**src/rtl/aes_round_ctrl_if.sv**
```systemverilog
// Handshake and strobe bundle between the AES round controller and its
// surroundings (command interface upstream, round datapath downstream).
interface aes_round_ctrl_if;
   logic       i_start_valid;
   logic       o_start_ready;
   logic       o_state_load;
   logic       o_state_en;
   logic       o_key_en;
   logic [7:0] o_rcon;
   logic [3:0] o_round;
   logic       o_last_round;
   logic       o_busy;
   logic       o_out_valid;
   logic       i_out_ready;

   // Controller side
   modport master (
      input  i_start_valid,
      input  i_out_ready,
      output o_start_ready,
      output o_state_load,
      output o_state_en,
      output o_key_en,
      output o_rcon,
      output o_round,
      output o_last_round,
      output o_busy,
      output o_out_valid
   );

   // Environment side
   modport slave (
      output i_start_valid,
      output i_out_ready,
      input  o_start_ready,
      input  o_state_load,
      input  o_state_en,
      input  o_key_en,
      input  o_rcon,
      input  o_round,
      input  o_last_round,
      input  o_busy,
      input  o_out_valid
   );
endinterface

```
**src/rtl/aes_round_ctrl.sv**
```systemverilog
// AES-128 round sequencer: initial AddRoundKey, then NUM_ROUNDS rounds, each
// waiting SB_LATENCY cycles for sub_bytes before committing the round result
// and stepping the key schedule with the matching Rcon.
module aes_round_ctrl #(
   parameter int unsigned NUM_ROUNDS = 10,
   parameter int unsigned SB_LATENCY = 1
) (
   input logic              i_clk,
   input logic              i_rst_n,
   aes_round_ctrl_if.master ctrl_io
);

   localparam int unsigned     CntW      = (SB_LATENCY > 1) ? $clog2(SB_LATENCY) : 1;
   localparam logic [3:0]      LastRound = 4'(NUM_ROUNDS);
   localparam logic [CntW-1:0] WaitMax   = CntW'(SB_LATENCY - 1);

   typedef enum logic [2:0] {
      StIdle,
      StInit,
      StSub,
      StUpd,
      StDone
   } state_e;

   state_e          state_q, state_d;
   logic [3:0]      round_q, round_d;
   logic [7:0]      rcon_q, rcon_d;
   logic [CntW-1:0] wait_q, wait_d;

   // GF(2^8) multiply by x, used to advance Rcon
   function automatic logic [7:0] xtime(input logic [7:0] v);
      return {v[6:0], 1'b0} ^ (v[7] ? 8'h1b : 8'h00);
   endfunction

   // State, round index, Rcon and sub_bytes wait counter registers
   always_ff @(posedge i_clk or negedge i_rst_n) begin
      if (!i_rst_n) begin
         state_q <= StIdle;
         round_q <= '0;
         rcon_q  <= '0;
         wait_q  <= '0;
      end else begin
         state_q <= state_d;
         round_q <= round_d;
         rcon_q  <= rcon_d;
         wait_q  <= wait_d;
      end
   end

   // Next-state sequencing; Rcon advances on every key-enable cycle
   always_comb begin
      state_d = state_q;
      round_d = round_q;
      rcon_d  = rcon_q;
      wait_d  = wait_q;
      unique case (state_q)
         StIdle: begin
            if (ctrl_io.i_start_valid) begin
               state_d = StInit;
               rcon_d  = 8'h01;
               round_d = '0;
            end
         end
         StInit: begin
            state_d = StSub;
            rcon_d  = xtime(rcon_q);
            round_d = 4'd1;
            wait_d  = '0;
         end
         StSub: begin
            wait_d = wait_q + CntW'(1);
            if (wait_q == WaitMax) begin
               state_d = StUpd;
            end
         end
         StUpd: begin
            if (round_q < LastRound) begin
               state_d = StSub;
               rcon_d  = xtime(rcon_q);
               round_d = round_q + 4'd1;
               wait_d  = '0;
            end else begin
               state_d = StDone;
            end
         end
         StDone: begin
            if (ctrl_io.i_out_ready) begin
               state_d = StIdle;
               round_d = '0;
            end
         end
         default: state_d = StIdle;
      endcase
   end

   // Moore outputs decoded from registered state only
   always_comb begin
      ctrl_io.o_state_load = 1'b0;
      ctrl_io.o_state_en   = 1'b0;
      ctrl_io.o_key_en     = 1'b0;
      ctrl_io.o_last_round = 1'b0;
      ctrl_io.o_out_valid  = 1'b0;
      ctrl_io.o_busy       = (state_q != StIdle);
      ctrl_io.o_start_ready = (state_q == StIdle);
      ctrl_io.o_rcon       = rcon_q;
      ctrl_io.o_round      = round_q;
      unique case (state_q)
         StInit: begin
            ctrl_io.o_state_load = 1'b1;
            ctrl_io.o_key_en     = 1'b1;
         end
         StSub: begin
            ctrl_io.o_last_round = (round_q == LastRound);
         end
         StUpd: begin
            ctrl_io.o_state_en   = 1'b1;
            ctrl_io.o_key_en     = (round_q < LastRound);
            ctrl_io.o_last_round = (round_q == LastRound);
         end
         StDone: begin
            ctrl_io.o_out_valid = 1'b1;
         end
         default: ;
      endcase
   end

endmodule
```
**src/flat_wrapper.sv**
```systemverilog
// flat-port wrapper written by rule: the top's interface ports become plain ports
module aes_round_ctrl_flat 
#(
   parameter int unsigned NUM_ROUNDS = 10,
   parameter int unsigned SB_LATENCY = 1
)
  (i_clk, i_rst_n, ctrl_io_i_start_valid, ctrl_io_i_out_ready, ctrl_io_o_start_ready, ctrl_io_o_state_load, ctrl_io_o_state_en, ctrl_io_o_key_en, ctrl_io_o_rcon, ctrl_io_o_round, ctrl_io_o_last_round, ctrl_io_o_busy, ctrl_io_o_out_valid);
  aes_round_ctrl_if ctrl_io_i ();
  input logic i_clk;
  input logic i_rst_n;
  input wire logic [$bits(ctrl_io_i.i_start_valid)-1:0] ctrl_io_i_start_valid;
  input wire logic [$bits(ctrl_io_i.i_out_ready)-1:0] ctrl_io_i_out_ready;
  output wire logic [$bits(ctrl_io_i.o_start_ready)-1:0] ctrl_io_o_start_ready;
  output wire logic [$bits(ctrl_io_i.o_state_load)-1:0] ctrl_io_o_state_load;
  output wire logic [$bits(ctrl_io_i.o_state_en)-1:0] ctrl_io_o_state_en;
  output wire logic [$bits(ctrl_io_i.o_key_en)-1:0] ctrl_io_o_key_en;
  output wire logic [$bits(ctrl_io_i.o_rcon)-1:0] ctrl_io_o_rcon;
  output wire logic [$bits(ctrl_io_i.o_round)-1:0] ctrl_io_o_round;
  output wire logic [$bits(ctrl_io_i.o_last_round)-1:0] ctrl_io_o_last_round;
  output wire logic [$bits(ctrl_io_i.o_busy)-1:0] ctrl_io_o_busy;
  output wire logic [$bits(ctrl_io_i.o_out_valid)-1:0] ctrl_io_o_out_valid;
  assign ctrl_io_i.i_start_valid = ctrl_io_i_start_valid;
  assign ctrl_io_i.i_out_ready = ctrl_io_i_out_ready;
  assign ctrl_io_o_start_ready = ctrl_io_i.o_start_ready;
  assign ctrl_io_o_state_load = ctrl_io_i.o_state_load;
  assign ctrl_io_o_state_en = ctrl_io_i.o_state_en;
  assign ctrl_io_o_key_en = ctrl_io_i.o_key_en;
  assign ctrl_io_o_rcon = ctrl_io_i.o_rcon;
  assign ctrl_io_o_round = ctrl_io_i.o_round;
  assign ctrl_io_o_last_round = ctrl_io_i.o_last_round;
  assign ctrl_io_o_busy = ctrl_io_i.o_busy;
  assign ctrl_io_o_out_valid = ctrl_io_i.o_out_valid;
  aes_round_ctrl #(.NUM_ROUNDS(NUM_ROUNDS), .SB_LATENCY(SB_LATENCY)) u_core (.i_clk(i_clk), .i_rst_n(i_rst_n), .ctrl_io(ctrl_io_i));
endmodule
```
**config.mk**
```make
export PLATFORM = sky130hd
export DESIGN_NAME = aes_round_ctrl_flat
export DESIGN_NICKNAME = d
export VERILOG_FILES = /design/src/rtl/aes_round_ctrl_if.sv /design/src/rtl/aes_round_ctrl.sv /design/src/flat_wrapper.sv
export SDC_FILE = /design/constraint.sdc
export NUM_CORES = 1
export LEC_CHECK = 0
export CORE_MARGIN = 10
export CORE_UTILIZATION = 40
export CTS_BUF_LIST = sky130_fd_sc_hd__clkbuf_2 sky130_fd_sc_hd__clkbuf_4 sky130_fd_sc_hd__clkbuf_8
export DETAILED_ROUTE_END_ITERATION = 8
export HOLD_SLACK_MARGIN = 0.15
export PLACE_DENSITY = 0.67
export SYNTH_ARGS = -nofsm -noshare
export SYNTH_HDL_FRONTEND = slang
export SYNTH_SLANG_ARGS = --single-unit
```
**constraint.sdc**
```tcl
create_clock -name i_clk -period 3.5 [get_ports i_clk]
set_input_delay 0.35 -clock i_clk [delete_from_list [all_inputs] [get_ports i_clk]]
set_output_delay 0.35 -clock i_clk [all_outputs]
set_load 0.05 [all_outputs]
```
==> flow_summary.ini <==
[status]
outcome = finished clean

[routing]
vias = 760
via_per_inst = 5.31
wl_per_cell_um = 15.4
drtIter0Drc = 23
firstDrtPassIters = 4
finalWirelength_mm = 2.20
antenna_left = 0
drcViolationCount = 0

[worst_setup_path]
crit_start = u_core.state_q[1]
rrSetupSlack_ps = 1810
cp-endpoint = ctrl_io_o_state_en
path_cells = nand2_1 > or2_1 > inv_1 > clkdlybuf4s50_1
reg2reg_depth = 4
cp_num_cells = 4
arrival_ps = 2180
r2r-start = u_core.state_q[0]
crit_buf_inv = 2
start_kind = flop
cp_slowest_cell = clkdlybuf4s50_1
reg2reg_to = u_core.ctrl_io.o_round[1]
endpoint_kind = output port
slowest_delay_ps = 790
path_max_fanout = 13
path_class = reg -> out
worstPathRequired_ps = 3150
crit_family = buffers and inverters

[layout]
fin_area_um2 = 1190
area_delta_synth_final_pct = 26.2
num_antenna_cells = 0
nets = 123
drive_above_1_share_pct = 14.8

[logic_synthesis]
netlist_area_um2 = 946
synth_area_leaders = dfrtp_1 42%, mux2_4 7.9%, mux2i_1 4.2%
ys_seq_area_share_pct = 42.3
avgSynthCellArea_um2 = 10.1
ys_warn_count = 0
synth_top_cell_by_area = dfrtp_1
syn_nets = 100
yosysTopAreaCellShare_pct = 42.3
synth.ff_latch_count = 16
netlist_instances = 94
yosysUniqueCellTypes = 37

[timing]
finClkSkew_ps = 5.30
final_max_slew_viol_count = 0
relSlewSlack_pct = 53.3
rsz0062_at_grt = false
fin_crit_sh_pct = 72.2
period_minus_slack_ps = 2530
worstMarginPinSlew_ps = 699
finalHoldViolCount = 0
fmax_mhz = 396
setup_viol = 0
setup_tns_ps = 0

[global_route]
grt_usage_pct = 9.97
grt_pass1_wl_mm = 3.57
antenna_found_initial = 0
overflow = 0
grt_max_degree = 17
grt_pass1_vias = 788

[clock_network]
htreeDepth = 1
cts-root-buf = clkbuf_4
cts_buffers = 3
cts_hold_buf = 0
cts_tree = yes
postCtsSetupBuffers = 0
path_clk_slew_ps = 90
clk_latency_ps = 280
cts-resized-gates = 0
cts_max_path_buffers = 2
cts_sinks = 16

[floorplanning]
core_area_um2 = 2230
io_pins = 23
die_y_um = 68.6
initial_core_util_pct = 42.4
die_area_um2 = 4710
die_x_um = 68.6
rows = 17

[power_and_ir_drop]
p_leak_nw = 0.530
power_density_nw_per_um2 = 941
ir_drop_v = 0.000466

[flow_run]
maxCapViolCount = 0

[worst_hold_path]
hp-class = in -> async

[place]
dpl_cell_area_um2 = 1170
dp_hpwl_mm = 1.73
gp_congestion = 0.889
numPortBuffers = 22
## worst register-to-register path: cells and delay by family, from the launching register on
family / cells / cell delay [ps]
multiplexers: 1 / 290
buffers and inverters: 1 / 210
AO/OA/AOI/OAI: 1 / 270
AND/OR/NAND/NOR: 1 / 250
flip-flops: 1 / 560
## per-stage QoR
step	total power (W)	util, %	hold slack (ps)	std cells	setup slack, ps
2_1_floorplan	0.000844	-	54.4	94	1080
3_3_place_gp	0.00103	52.4	507	140	1320
3_5_place_dp	0.00104	52.4	536	140	1310
4_1_cts	0.00114	53.4	503	143	965
5_1_grt	0.00120	53.4	561	143	854
6_report	0.00112	53.4	485	143	974
## state kept, by name, summed over array words and instances (netlist names)
signal and flops:
u_core.ctrl_io.o_rcon 8, u_core.ctrl_io.o_round 4, u_core.state_q 3, u_core.wait_q 1
## cells in the mapped netlist
cell type	count
dfrtp_1	16
nor2_1	9
a31oi_1	1
nand3_1	3
clkinv_1	1
a41oi_1	2
clkbuf_1	1
o21a_4	1
and3_2	1
nor2b_1	2
a2111oi_0	1
o22ai_1	1
o21ai_4	1
nor4b_1	1
o21ai_0	4
xnor2_1	3
nand2_4	1
a22o_1	1
o21ai_1	1
or2_1	1
and3_4	1
ha_1	2
nor2_2	1
buf_6	1
buf_4	2
inv_1	7
mux2_4	5
nand2_1	7
a21oi_1	3
a21o_1	1
nor3_2	1
nand2b_2	1
or3_1	1
nor3_1	3
mux2i_1	4
inv_2	1
a222oi_1	1
## per-layer routing
layer | routed length, um | part of all wire, % | GRT usage [%]
met1 | 940 | 43 | 10.9
met5 | 0 | 0 | 0
met4 | 29 | 1.3 | 4.52
met3 | 218 | 9.9 | 4.03
met2 | 1010 | 46 | 16.6
## worst min-delay path by stage
stage | depth (start not counted) | startpoint | end
2_1_floorplan | 0 | i_rst_n | u_core.ctrl_io.o_rcon[0]
3_3_place_gp | 1 | u_core.wait_q | u_core.state_q[0]
3_5_place_dp | 1 | u_core.ctrl_io.o_rcon[1] | u_core.ctrl_io.o_rcon[1]
4_1_cts | 1 | i_rst_n | u_core.ctrl_io.o_rcon[6]
5_1_grt | 1 | i_rst_n | u_core.ctrl_io.o_rcon[7]
6_report | 1 | i_rst_n | u_core.ctrl_io.o_rcon[6]
## kinds of logic (layout without fill, tap and decap cells)
kind of cell	Yosys count	in the layout	synth area share [%]
xor+xnor	3	3	2.78
simple gates	33	33	18.9
mux	9	9	12.2
buf+inv	13	34	6.74
flops	16	16	42.3
fa+ha+maj	2	2	2.65
compound gates	18	18	14.4
## placed cells by master (no fill, tap or decap), types with 2 or more instances in the layout
| cell | n |
|---|---|
| clkdlybuf4s50_1 | 22 |
| dfrtp_1 | 16 |
| nor2_1 | 9 |
| inv_1 | 7 |
| nand2_1 | 7 |
| mux2_4 | 5 |
| mux2i_1 | 4 |
| o21ai_0 | 4 |
| a21oi_1 | 3 |
| nand3_1 | 3 |
| nor3_1 | 3 |
| xnor2_1 | 3 |
| clkbuf_4 | 3 |
| nor2b_1 | 2 |
| a41oi_1 | 2 |
| ha_1 | 2 |
## area by class of cell
cell class                 count  area [um2]
clock buffer                   3        22.5
fill                         215        1040
inverter                       9        33.8
multi-input combinational     65         482
sequential                    16         400
tap                           28        35.0
timing repair buffer          22         220
## power by group
part            total, W  switching, W  internal (W)  leakage [nW]
Clock          0.0000935     0.0000536     0.0000399        0.0138
Combinational   0.000677      0.000409      0.000268         0.310
Sequential      0.000353      0.000100      0.000253         0.206
Total            0.00112      0.000563      0.000561         0.530
Note: power is estimated with default switching activity, not from simulation.
